--- src/rtl/microc_param_pkg.sv ---
// Shared definitions for the parametrised microcontroller datapath:
// instruction field positions, ALU op encodings and a clog2 helper.
package microc_param_pkg;
  localparam int RD  = 12;  // write / rd3 address
  localparam int RS1 = 4;   // ALU operand a
  localparam int RS2 = 8;   // ALU operand b
  localparam int IMM = 4;   // 8-bit immediate
  localparam int JMP = 6;   // 10-bit jump target / relative offset
  localparam int OPC = 0;   // 6-bit opcode

  typedef enum logic [2:0] {
    ALU_A    = 3'b000,
    ALU_NOTA = 3'b001,
    ALU_ADD  = 3'b010,
    ALU_SUB  = 3'b011,
    ALU_AND  = 3'b100,
    ALU_OR   = 3'b101,
    ALU_NEGA = 3'b110,
    ALU_NEGB = 3'b111
  } alu_op_e;

  function automatic int clog2(input int v);
    int r;
    r = 0;
    while ((1 << r) < v) r++;
    return r;
  endfunction
endpackage

--- src/rtl/microc_param_if.sv ---
// Program-memory, control and IO bundle between the external control unit
// and the datapath core.
interface microc_param_if
  import microc_param_pkg::*;
#(
  parameter int DW    = 8,
  parameter int PCW   = 10,
  parameter int NPORT = 4
);
  localparam int SW = clog2(NPORT);

  logic [15:0]          instr;
  logic [PCW-1:0]       pc;
  logic                 s_inc, s_inc2, s_inm, s_inm2;
  logic                 we3, we_z, s_call, s_ret, enable;
  logic [SW-1:0]        s_IO;
  logic [2:0]           op;
  logic [NPORT*DW-1:0]  in;
  logic [5:0]           opcode;
  logic                 z;
  logic [NPORT*DW-1:0]  out;
  logic                 s_ovf, s_unf;

  modport master (
    output instr, s_inc, s_inc2, s_inm, s_inm2, we3, we_z, s_call, s_ret,
           enable, s_IO, op, in,
    input  pc, opcode, z, out, s_ovf, s_unf
  );

  modport slave (
    input  instr, s_inc, s_inc2, s_inm, s_inm2, we3, we_z, s_call, s_ret,
           enable, s_IO, op, in,
    output pc, opcode, z, out, s_ovf, s_unf
  );
endinterface

--- src/rtl/microc_param_ret_stack.sv ---
// Return-address LIFO with sticky overflow/underflow flags; a push when full
// and a pop when empty are dropped and only raise the flag.
module ret_stack
  import microc_param_pkg::*;
#(
  parameter int PCW    = 10,
  parameter int SDEPTH = 8
) (
  input  logic           clk,
  input  logic           reset,
  input  logic           push,
  input  logic           pop,
  input  logic [PCW-1:0] din,
  output logic [PCW-1:0] dout,
  output logic           full,
  output logic           empty,
  output logic           ovf,
  output logic           unf
);
  localparam int PW = clog2(SDEPTH) + 1;

  logic [PCW-1:0] mem [SDEPTH];
  logic [PW-1:0]  ptr;
  logic [PW-2:0]  top;

  assign full  = (ptr == PW'(SDEPTH));
  assign empty = (ptr == '0);
  // when full the low bits wrap to 0, so minus one still lands on the last slot
  assign top   = ptr[PW-2:0] - 1'b1;
  assign dout  = mem[top];

  always_ff @(posedge clk)
    if (push && !full) mem[ptr[PW-2:0]] <= din;

  always_ff @(posedge clk or posedge reset) begin
    if (reset) begin
      ptr <= '0;
      ovf <= 1'b0;
      unf <= 1'b0;
    end else begin
      if (pop) begin
        if (empty) unf <= 1'b1;
        else       ptr <= ptr - 1'b1;
      end else if (push) begin
        if (full) ovf <= 1'b1;
        else      ptr <= ptr + 1'b1;
      end
    end
  end
endmodule

--- src/rtl/microc_param.sv ---
// Single-cycle microcontroller datapath: 16xDW register file, ALU, registered
// IO ports, PC sequencer with return-address stack.
module microc_param
  import microc_param_pkg::*;
#(
  parameter int DW     = 8,
  parameter int PCW    = 10,
  parameter int NPORT  = 4,
  parameter int SDEPTH = 8
) (
  input  logic          clk,
  input  logic          reset,
  microc_param_if.slave bus
);
  logic [DW-1:0]              rf [16];
  logic [DW-1:0]              rd1, rd2, rd3, alu_y, wd;
  logic [NPORT-1:0][DW-1:0]   in_q, out_q;
  logic [PCW-1:0]             pc_q, pc_inc, pc_nx, jmp_abs, jmp_rel, stk_top;
  logic                       z_q, stk_empty, stk_full;

  assign rd1 = (bus.instr[RS1+:4] == 4'd0) ? '0 : rf[bus.instr[RS1+:4]];
  assign rd2 = (bus.instr[RS2+:4] == 4'd0) ? '0 : rf[bus.instr[RS2+:4]];
  assign rd3 = (bus.instr[RD+:4]  == 4'd0) ? '0 : rf[bus.instr[RD+:4]];

  always_comb begin
    alu_y = '0;
    case (alu_op_e'(bus.op))
      ALU_A:    alu_y = rd1;
      ALU_NOTA: alu_y = ~rd1;
      ALU_ADD:  alu_y = rd1 + rd2;
      ALU_SUB:  alu_y = rd1 - rd2;
      ALU_AND:  alu_y = rd1 & rd2;
      ALU_OR:   alu_y = rd1 | rd2;
      ALU_NEGA: alu_y = -rd1;
      ALU_NEGB: alu_y = -rd2;
      default:  alu_y = '0;
    endcase
  end

  always_comb begin
    wd = alu_y;
    if (bus.s_inm) wd = bus.s_inm2 ? in_q[bus.s_IO] : DW'(bus.instr[IMM+:8]);
  end

  always_ff @(posedge clk)
    if (bus.we3) rf[bus.instr[RD+:4]] <= wd;

  always_ff @(posedge clk or posedge reset) begin
    if (reset) begin
      in_q  <= '0;
      out_q <= '0;
      z_q   <= 1'b0;
    end else begin
      in_q <= bus.in;
      if (bus.enable) out_q[bus.s_IO] <= rd3;
      if (bus.we_z)   z_q <= (alu_y == '0);
    end
  end

  ret_stack #(.PCW(PCW), .SDEPTH(SDEPTH)) u_stk (
    .clk   (clk),
    .reset (reset),
    .push  (bus.s_call && !bus.s_ret),
    .pop   (bus.s_ret),
    .din   (pc_inc),
    .dout  (stk_top),
    .full  (stk_full),
    .empty (stk_empty),
    .ovf   (bus.s_ovf),
    .unf   (bus.s_unf)
  );

  assign pc_inc  = pc_q + PCW'(1);
  assign jmp_abs = PCW'(bus.instr[JMP+:10]);
  assign jmp_rel = pc_q + PCW'(signed'(bus.instr[JMP+:10]));

  // a call that finds the stack full still jumps; only the push is lost
  always_comb begin
    pc_nx = pc_inc;
    if (bus.s_ret)       pc_nx = stk_empty ? pc_inc : stk_top;
    else if (bus.s_call) pc_nx = jmp_abs;
    else if (!bus.s_inc) pc_nx = jmp_abs;
    else if (bus.s_inc2) pc_nx = jmp_rel;
  end

  always_ff @(posedge clk or posedge reset)
    if (reset) pc_q <= '0;
    else       pc_q <= pc_nx;

  assign bus.pc     = pc_q;
  assign bus.z      = z_q;
  assign bus.out    = out_q;
  assign bus.opcode = bus.instr[OPC+:6];
endmodule

--- src/flat_wrapper.sv ---
// flat-port wrapper written by rule: the top's interface ports become plain ports
module microc_param_flat import microc_param_pkg::*;
#(
  parameter int DW     = 8,
  parameter int PCW    = 10,
  parameter int NPORT  = 4,
  parameter int SDEPTH = 8
)
  (clk, reset, bus_instr, bus_s_inc, bus_s_inc2, bus_s_inm, bus_s_inm2, bus_we3, bus_we_z, bus_s_call, bus_s_ret, bus_enable, bus_s_IO, bus_op, bus_in, bus_pc, bus_opcode, bus_z, bus_out, bus_s_ovf, bus_s_unf);
  microc_param_if #(.DW(DW), .PCW(PCW), .NPORT(NPORT)) bus_i ();
  input  logic clk;
  input  logic reset;
  input wire logic [$bits(bus_i.instr)-1:0] bus_instr;
  input wire logic [$bits(bus_i.s_inc)-1:0] bus_s_inc;
  input wire logic [$bits(bus_i.s_inc2)-1:0] bus_s_inc2;
  input wire logic [$bits(bus_i.s_inm)-1:0] bus_s_inm;
  input wire logic [$bits(bus_i.s_inm2)-1:0] bus_s_inm2;
  input wire logic [$bits(bus_i.we3)-1:0] bus_we3;
  input wire logic [$bits(bus_i.we_z)-1:0] bus_we_z;
  input wire logic [$bits(bus_i.s_call)-1:0] bus_s_call;
  input wire logic [$bits(bus_i.s_ret)-1:0] bus_s_ret;
  input wire logic [$bits(bus_i.enable)-1:0] bus_enable;
  input wire logic [$bits(bus_i.s_IO)-1:0] bus_s_IO;
  input wire logic [$bits(bus_i.op)-1:0] bus_op;
  input wire logic [$bits(bus_i.in)-1:0] bus_in;
  output wire logic [$bits(bus_i.pc)-1:0] bus_pc;
  output wire logic [$bits(bus_i.opcode)-1:0] bus_opcode;
  output wire logic [$bits(bus_i.z)-1:0] bus_z;
  output wire logic [$bits(bus_i.out)-1:0] bus_out;
  output wire logic [$bits(bus_i.s_ovf)-1:0] bus_s_ovf;
  output wire logic [$bits(bus_i.s_unf)-1:0] bus_s_unf;
  assign bus_i.instr = bus_instr;
  assign bus_i.s_inc = bus_s_inc;
  assign bus_i.s_inc2 = bus_s_inc2;
  assign bus_i.s_inm = bus_s_inm;
  assign bus_i.s_inm2 = bus_s_inm2;
  assign bus_i.we3 = bus_we3;
  assign bus_i.we_z = bus_we_z;
  assign bus_i.s_call = bus_s_call;
  assign bus_i.s_ret = bus_s_ret;
  assign bus_i.enable = bus_enable;
  assign bus_i.s_IO = bus_s_IO;
  assign bus_i.op = bus_op;
  assign bus_i.in = bus_in;
  assign bus_pc = bus_i.pc;
  assign bus_opcode = bus_i.opcode;
  assign bus_z = bus_i.z;
  assign bus_out = bus_i.out;
  assign bus_s_ovf = bus_i.s_ovf;
  assign bus_s_unf = bus_i.s_unf;
  microc_param #(.DW(DW), .PCW(PCW), .NPORT(NPORT), .SDEPTH(SDEPTH)) u_core (.clk(clk), .reset(reset), .bus(bus_i));
endmodule
--- config.mk ---
export PLATFORM = sky130hd
export DESIGN_NAME = microc_param_flat
export DESIGN_NICKNAME = d
export VERILOG_FILES = /design/src/rtl/microc_param_pkg.sv /design/src/rtl/microc_param_if.sv /design/src/rtl/microc_param_ret_stack.sv /design/src/rtl/microc_param.sv /design/src/flat_wrapper.sv
export SDC_FILE = /design/constraint.sdc
export NUM_CORES = 1
export LEC_CHECK = 0
export ABC_AREA = 0
export CORE_MARGIN = 10
export CORE_UTILIZATION = 24
export DETAILED_ROUTE_END_ITERATION = 10
export PLACE_DENSITY = 0.4
export REMOVE_ABC_BUFFERS = 1
export SLEW_MARGIN = 20
export SYNTH_ARGS = -nofsm -noshare
export SYNTH_HDL_FRONTEND = slang
export SYNTH_SLANG_ARGS = --single-unit
export TNS_END_PERCENT = 50
--- constraint.sdc ---
create_clock -name clk -period 5.16 [get_ports clk]
set_clock_uncertainty 0.15 [all_clocks]
set_input_delay 1.032 -clock clk [delete_from_list [all_inputs] [get_ports clk]]
set_output_delay 1.032 -clock clk [all_outputs]
set_load 0.01 [all_outputs]
==> results of run 1 <==
-- power breakdown --
group	internal, mW	total, mW	switching (mW)
clock network	1.53	2.56	1.03
registers	2.82	3.00	0.180
logic	1.11	2.46	1.35
-- kinds of logic (layout without fill, tap and decap cells) --
| kind of cell | count (synthesis) | count (layout) | share of synthesized area |
|---|---|---|---|
| flops | 284 | 284 | 0.542 |
| simple gates | 252 | 252 | 0.0789 |
| compound gates | 220 | 220 | 0.0994 |
| mux | 170 | 170 | 0.200 |
| buf+inv | 110 | 385 | 0.0340 |
| xor+xnor | 35 | 35 | 0.0204 |
| fa+ha+maj | 29 | 29 | 0.0255 |
-- synthesized netlist by cell type (3+ instances only) --
library cell and instances:
o22ai_1 6, nor3_1 20, o21ai_1 6, o221ai_1 11
mux2i_1 37, o21ai_0 46, buf_4 10, nand3b_1 5
nand2_1 69, o211ai_1 7, or3_1 8, edfxtp_1 203
nor3b_1 6, buf_2 11, clkbuf_1 41, a221oi_1 11
buf_6 4, nand2b_1 14, a221o_1 5, dfrtp_1 81
inv_1 32, fa_1 3, xor2_1 11, nor2b_1 11
a211oi_1 10, a21oi_1 63, mux2_1 10, mux4_2 95
mux4_1 4, nor4_1 4, nor2_1 87, a21o_1 6
ha_1 25, buf_1 9, o21a_1 5, o31ai_1 5
and2_1 6, mux2_2 24, a22oi_1 13, nand3_1 11
xnor2_1 24
-- cells in the final DEF (no fill, tap or decap), types with 36 or more instances in the layout --
cell type | Yosys | routed
o21ai_0 | 46 | 44
mux4_2 | 95 | 95
dfrtp_1 | 81 | 81
edfxtp_1 | 203 | 203
clkdlybuf4s50_1 | 0 | 99
buf_4 | 10 | 167
clkbuf_16 | 0 | 36
nor2_1 | 87 | 87
nand2_1 | 69 | 69
mux2i_1 | 37 | 37
a21oi_1 | 63 | 62
-- routing by layer --
metal	track usage	share of wire
met5	0	0
met4	0.0346	0.018
met3	0.0217	0.047
met2	0.225	0.49
met1	0.186	0.45
-- state kept, by name (all words and copies together), names as in the netlist --
register          cells
u_core.u_stk.ptr      4
u_core.rf           123
u_core.in_q          32
u_core.u_stk.mem     80
u_core.bus.out       32
u_core.u_stk.ovf      1
u_core.bus.pc        10
u_core.u_stk.unf      1
u_core.bus.z          1
-- stage by stage --
stage | utilization | setup TNS (ps) | hold WS, ps
after global placement | 0.293 | -47360 | 299
after detailed placement | 0.293 | -49690 | 315
after floorplan | - | -2150 | 314
after CTS | 0.313 | 0 | 332
after global routing | 0.315 | -29.0 | 338
final | 0.315 | 0 | 326
-- path summary, 6_finish.rpt --
path,endpoint,slack [ps],cells after the start
hold / removal,u_core.u_stk.unf,330,1
hold reg to reg,u_core.u_stk.unf,330,1
setup / recovery,u_core.rf[8][7],130,22
max in group asynchronous,u_core.in_q[20],3030,3
setup reg to reg,u_core.rf[8][7],560,21
min in group asynchronous,u_core.bus.out[10],760,2
-- layout make-up --
class / instances / area share
sequential: 284 / 0.417
multi-input combinational: 706 / 0.333
timing repair buffer: 287 / 0.129
tap: 837 / 0.0538
clock buffer: 42 / 0.0489
clock inverter: 22 / 0.0121
inverter: 34 / 0.00662
-- worst reg2reg max path, stage by stage, from the launching register on --
cell	delay, ps
edfxtp_1	430
mux4_2	490
a22oi_1	240
o31ai_2	150
inv_1	100
ha_1	180
buf_4	130
o311ai_2	100
buf_4	170
nor4_4	280
a21oi_1	90
xnor2_1	140
ha_1	210
or3_1	330
o21ai_0	70
a21oi_1	80
xnor2_1	210
xnor2_1	150
o221ai_1	140
o21ai_1	180
o21ai_2	140
buf_6	180
-- what timing repair did --
action,CTS,global route
gates cloned,0,2
resized for setup,5,23
pin swaps,0,8
setup endpoints to repair,61,61
setup buffers,0,1
==> impl_metrics.yaml, run 1 <==
worst_setup_path:
  path_delay_family: "simple AND/OR/NAND/NOR gates"
  cp_num_buf_inv: 5
  timing.critical_path.arrival_ps: 5170
  critical_path.slowest_cell: "clkdlybuf4s50_1"
  crit_path_most_repeated_cell: "xnor2_1"
  worstPathRequired_ps: 5300
  crit_path_cell_trace: "clkdlybuf4s50_1, buf_12, or2_2, a221oi_2, or3_4, ha_1, buf_4, o311ai_2, buf_4, nor4_4, a21oi_1, xnor2_1, ha_1, or3_1, o21ai_0, a21oi_1, xnor2_1, xnor2_1, o221ai_1, o21ai_1, o21ai_2, buf_6"
  cp_slowest_stage_delay_ps: 450
  cp_max_fo: 11
  worstReg2RegStart: "u_core.rf[12][0]"
  worst-setup-path-type: "in2reg"
  end_kind: "flip-flop"
  crit_start: "bus_instr[10]"
  timing.critical_path.from_type: "input pin"
route:
  viasPerCell: 4.75
  route.detailed.wl_per_inst_um: 23.1
  drc_errors: 0
  detailroute.via_count: 10500
  detail_route.iter0.violations: 859
  detailed_routing_iterations_pass_1: 5
  wl_mm: 51.2
  drt.antenna.violating_nets: 0
cells_and_area:
  seq_area_mm2: 0.00812
  finalNetCount: 1440
  multi_input_area_mm2: 0.00648
  filler_cell_count: 6164
  final_cells: 2212
  drive_gt1_frac: 0.286
  final_cell_area_mm2: 0.0195
  flow.area_growth_from_synthesis_pct: 29.9
  antenna_diode_count: 0
placement:
  dpl.hpwl_mm: 38.0
  buffer_ports.inserted: 106
  dpl_worst_slack_ps: -959
  post_dp_cell_area_mm2: 0.0181
  placed_cells: 2145
  routabilityCongestion: 0.822
floorplanning:
  die_h_um: 270
  initial_utilization: 0.243
  core.rowCount: 91
  floorplan.core_area_mm2: 0.0618
  ios: 115
  die_w_um: 270
  fp.dieArea_mm2: 0.0729
logic_synthesis:
  synth.top_cells.by_area: "edfxtp_1, mux4_2, dfrtp_1"
  sequential_element_share_of_the_synthesized_area: 0.542
  postSynthRegisterBits: 284
  synth_area_mm2: 0.0150
  synth.largest_area_cell: "edfxtp_1"
  synth_cell_type_count: 74
  yosysWarnings: 0
  post-synth-top-area-fraction: 0.407
  syn_area_per_cell_um2: 13.6
  cells_after_synthesis: 1100
  primary_flip_flop_cell_chosen_by_synthesis_mapping: "edfxtp_1"
  synth-async-reset-ratio: 0.285
  synth-edff-count: 203
cts:
  cts_buffers: 35
  clock_pin_slew_of_the_registers_on_the_worst_case_setup_and_hold_paths_ps: 60
  worst_skew_late_latency_ps: 540
  cts.hold.buffers_added: 0
  tritoncts: "done"
  clock_tree.htree_level_count: 2
  root_buffer: "clkbuf_16"
  cts.sink_count: 284
  ctsLongestPathBuffers: 3
grt:
  initial_antenna_violation_count: 0
  grt_start_max_net_pins: 52
  grt_pass1_vias: 10600
  gr-total-overflow: 0
  globalRouteTotalUtil: 0.137
  grt_first_pass_wirelength_mm: 74.8
power:
  finalPower_mw: 8.02
  peakVddDrop_mv: 0.211
  power_per_cell_area_mw_per_mm2: 412
  static-leakage-power_nw: 7.11
sta:
  slew_headroom: 0.289
  post-route-period-util: 0.974
  timing.final.crit_period_ps: 5030
  post-route-worst-setup-slack_ps: 133
  max_freq_mhz: 199
  final_max_slew_viols: 0
  worst_slew_pin_slew_ps: 1060
  finalSetupViolCount: 0
  report.final.hold_viol_count: 0
outcome:
  outcome: "finished clean"
hold_path:
  hp-class: "reg2reg"
  worst_hold_startpoint: "u_core.u_stk.unf"
flow_run:
  maxCapViolCount: 0
Note: power is estimated with default switching activity, not from simulation.
==> inputs of run 2 (changes only) <==
- CELL_PAD_IN_SITES_DETAIL_PLACEMENT: default -> 1
- CELL_PAD_IN_SITES_GLOBAL_PLACEMENT: default -> 1
- PLACE_DENSITY: 0.4 -> 0.45
==> run 2 against run 1 <==
Power fell by 0.79%. Clock-buffer cell count rose by 2. Critical path type unchanged. Non-clock buffer count rose by 7. Worst setup slack improved by 75 ps. Flip-flop and latch count did not move. Sequential share of layout area fell by 0.25 points. Fmax rose by 1.5%. Critical path depth did not move. Cell count rose by 0.36%. Combinational power rose by 2%.
==> impl_metrics.yaml, run 2 (synthesis results as in run 1) <==
route:
  drc_errors: 0
  detailed_routing_iterations_pass_1: 5
  viasPerCell: 4.77
  drt.antenna.violating_nets: 0
  route.detailed.wl_per_inst_um: 24.1
  detail_route.iter0.violations: 711
  detailroute.via_count: 10600
  wl_mm: 53.5
cts:
  clock_tree.htree_level_count: 2
  cts.hold.buffers_added: 0
  tritoncts: "done"
  cts.sink_count: 284
  clock_pin_slew_of_the_registers_on_the_worst_case_setup_and_hold_paths_ps: 60
  worst_skew_late_latency_ps: 560
  ctsLongestPathBuffers: 3
  cts_buffers: 36
  root_buffer: "clkbuf_16"
floorplanning:
  ios: 115
  die_w_um: 270
  initial_utilization: 0.243
  core.rowCount: 91
  fp.dieArea_mm2: 0.0729
  die_h_um: 270
  floorplan.core_area_mm2: 0.0618
placement:
  dpl_worst_slack_ps: -1050
  buffer_ports.inserted: 106
  dpl.hpwl_mm: 39.4
  routabilityCongestion: 0.789
  placed_cells: 2152
cells_and_area:
  finalNetCount: 1448
  flow.area_growth_from_synthesis_pct: 30.7
  multi_input_area_mm2: 0.00654
  drive_gt1_frac: 0.299
  final_cells: 2220
  final_cell_mix: "edfxtp_1, buf_4, clkdlybuf4s50_1"
  number_of_flip_flops_under_the_largest_register_name: 123
  antenna_diode_count: 0
  seq_area_mm2: 0.00812
  filler_cell_count: 6621
  mostFrequentLayoutCell: "edfxtp_1"
power:
  power_per_cell_area_mw_per_mm2: 406
  static-leakage-power_nw: 7.14
  finalPower_mw: 7.96
  peakVddDrop_mv: 0.274
worst_setup_path:
  cp_num_buf_inv: 5
  timing.critical_path.from_type: "input pin"
  end_kind: "flip-flop"
  crit_path_most_repeated_cell: "o21ai_2"
  cp_max_fo: 10
  critical_path.slowest_cell: "clkdlybuf4s50_1"
  cp_slowest_stage_delay_ps: 470
  timing.critical_path.arrival_ps: 5210
  crit_path_cell_trace: "clkdlybuf4s50_1, buf_6, nand2b_1, o22ai_1, or3_4, ha_2, nand2_1, o21ai_2, buf_4, inv_1, ha_1, nor2b_1, o21a_1, o21a_1, o21ai_2, a21oi_1, xnor2_1, xnor2_1, o221ai_1, o21ai_2, o21ai_4, buf_6"
  worstPathRequired_ps: 5420
  worst-setup-path-type: "in2reg"
  path_delay_family: "compound AO/OA/AOI/OAI gates"
  crit_start: "bus_instr[10]"
  worstReg2RegStart: "u_core.rf[15][0]"
sta:
  final_max_slew_viols: 0
  post-route-period-util: 0.960
  final.hold.worst_slack_ps: 323
  worst_slew_pin_slew_ps: 1020
  finalSetupViolCount: 0
  timing.final.crit_period_ps: 4950
  post-route-worst-setup-slack_ps: 208
  max_freq_mhz: 202
  tns_ps: 0
  slew_headroom: 0.321
  report.final.hold_viol_count: 0
grt:
  grt_first_pass_wirelength_mm: 78.7
  grt_start_max_net_pins: 55
  gr-total-overflow: 0
  globalRouteTotalUtil: 0.144
  grt_pass1_vias: 11300
  initial_antenna_violation_count: 0
outcome:
  outcome: "finished clean"
hold_path:
  hp-class: "reg2reg"
  worst_hold_startpoint: "u_core.u_stk.ovf"
flow_run:
  maxCapViolCount: 0
## run 2: where the power goes
group	internal, mW	switching [mW]	total [mW]
Sequential	2.82	0.181	3.00
Combinational	1.13	1.38	2.51
Clock	1.43	1.02	2.45
## run 2: path summary, 6_finish.rpt
path	cells past startpoint	slack [ps]	endpoint
worst max register to register	21	660	u_core.rf[10][7]
worst min register to register	1	320	u_core.u_stk.ovf
worst min-delay path	1	320	u_core.u_stk.ovf
worst max-delay path	22	210	u_core.rf[10][7]
max in group asynchronous	3	3030	u_core.u_stk.ptr[1]
min in group asynchronous	2	850	u_core.in_q[26]
## run 2: cell type report
| type | instances | area share |
|---|---|---|
| flip-flops and latches | 284 | 0.415 |
| multi-input cells | 706 | 0.333 |
| repair buffers | 294 | 0.134 |
| well taps | 837 | 0.0534 |
| clock buffers | 44 | 0.0485 |
| clock inverters | 21 | 0.00977 |
| inverters | 34 | 0.00658 |
## run 2: stage by stage
step / utilization / cell area, um^2
detailed placement: 0.295 / 18200
floorplan: - / 14600
finish: 0.317 / 19600
global placement: 0.295 / 18200
CTS: 0.314 / 19400
global route: 0.317 / 19600
## run 2: layer usage
layer,part of all wire,vias up,track usage
met5,0,-,0
met4,0.012,0,0.0271
met3,0.032,47,0.0190
met2,0.49,196,0.246
met1,0.46,5557,0.193
li1,-,4791,-
## run 2: repair_timing
action / in CTS / in global routing
pin swaps: 2 / 16
setup endpoints to repair: 61 / 77
setup buffers: 0 / 2
gates cloned: 0 / 2
resized for setup: 9 / 44
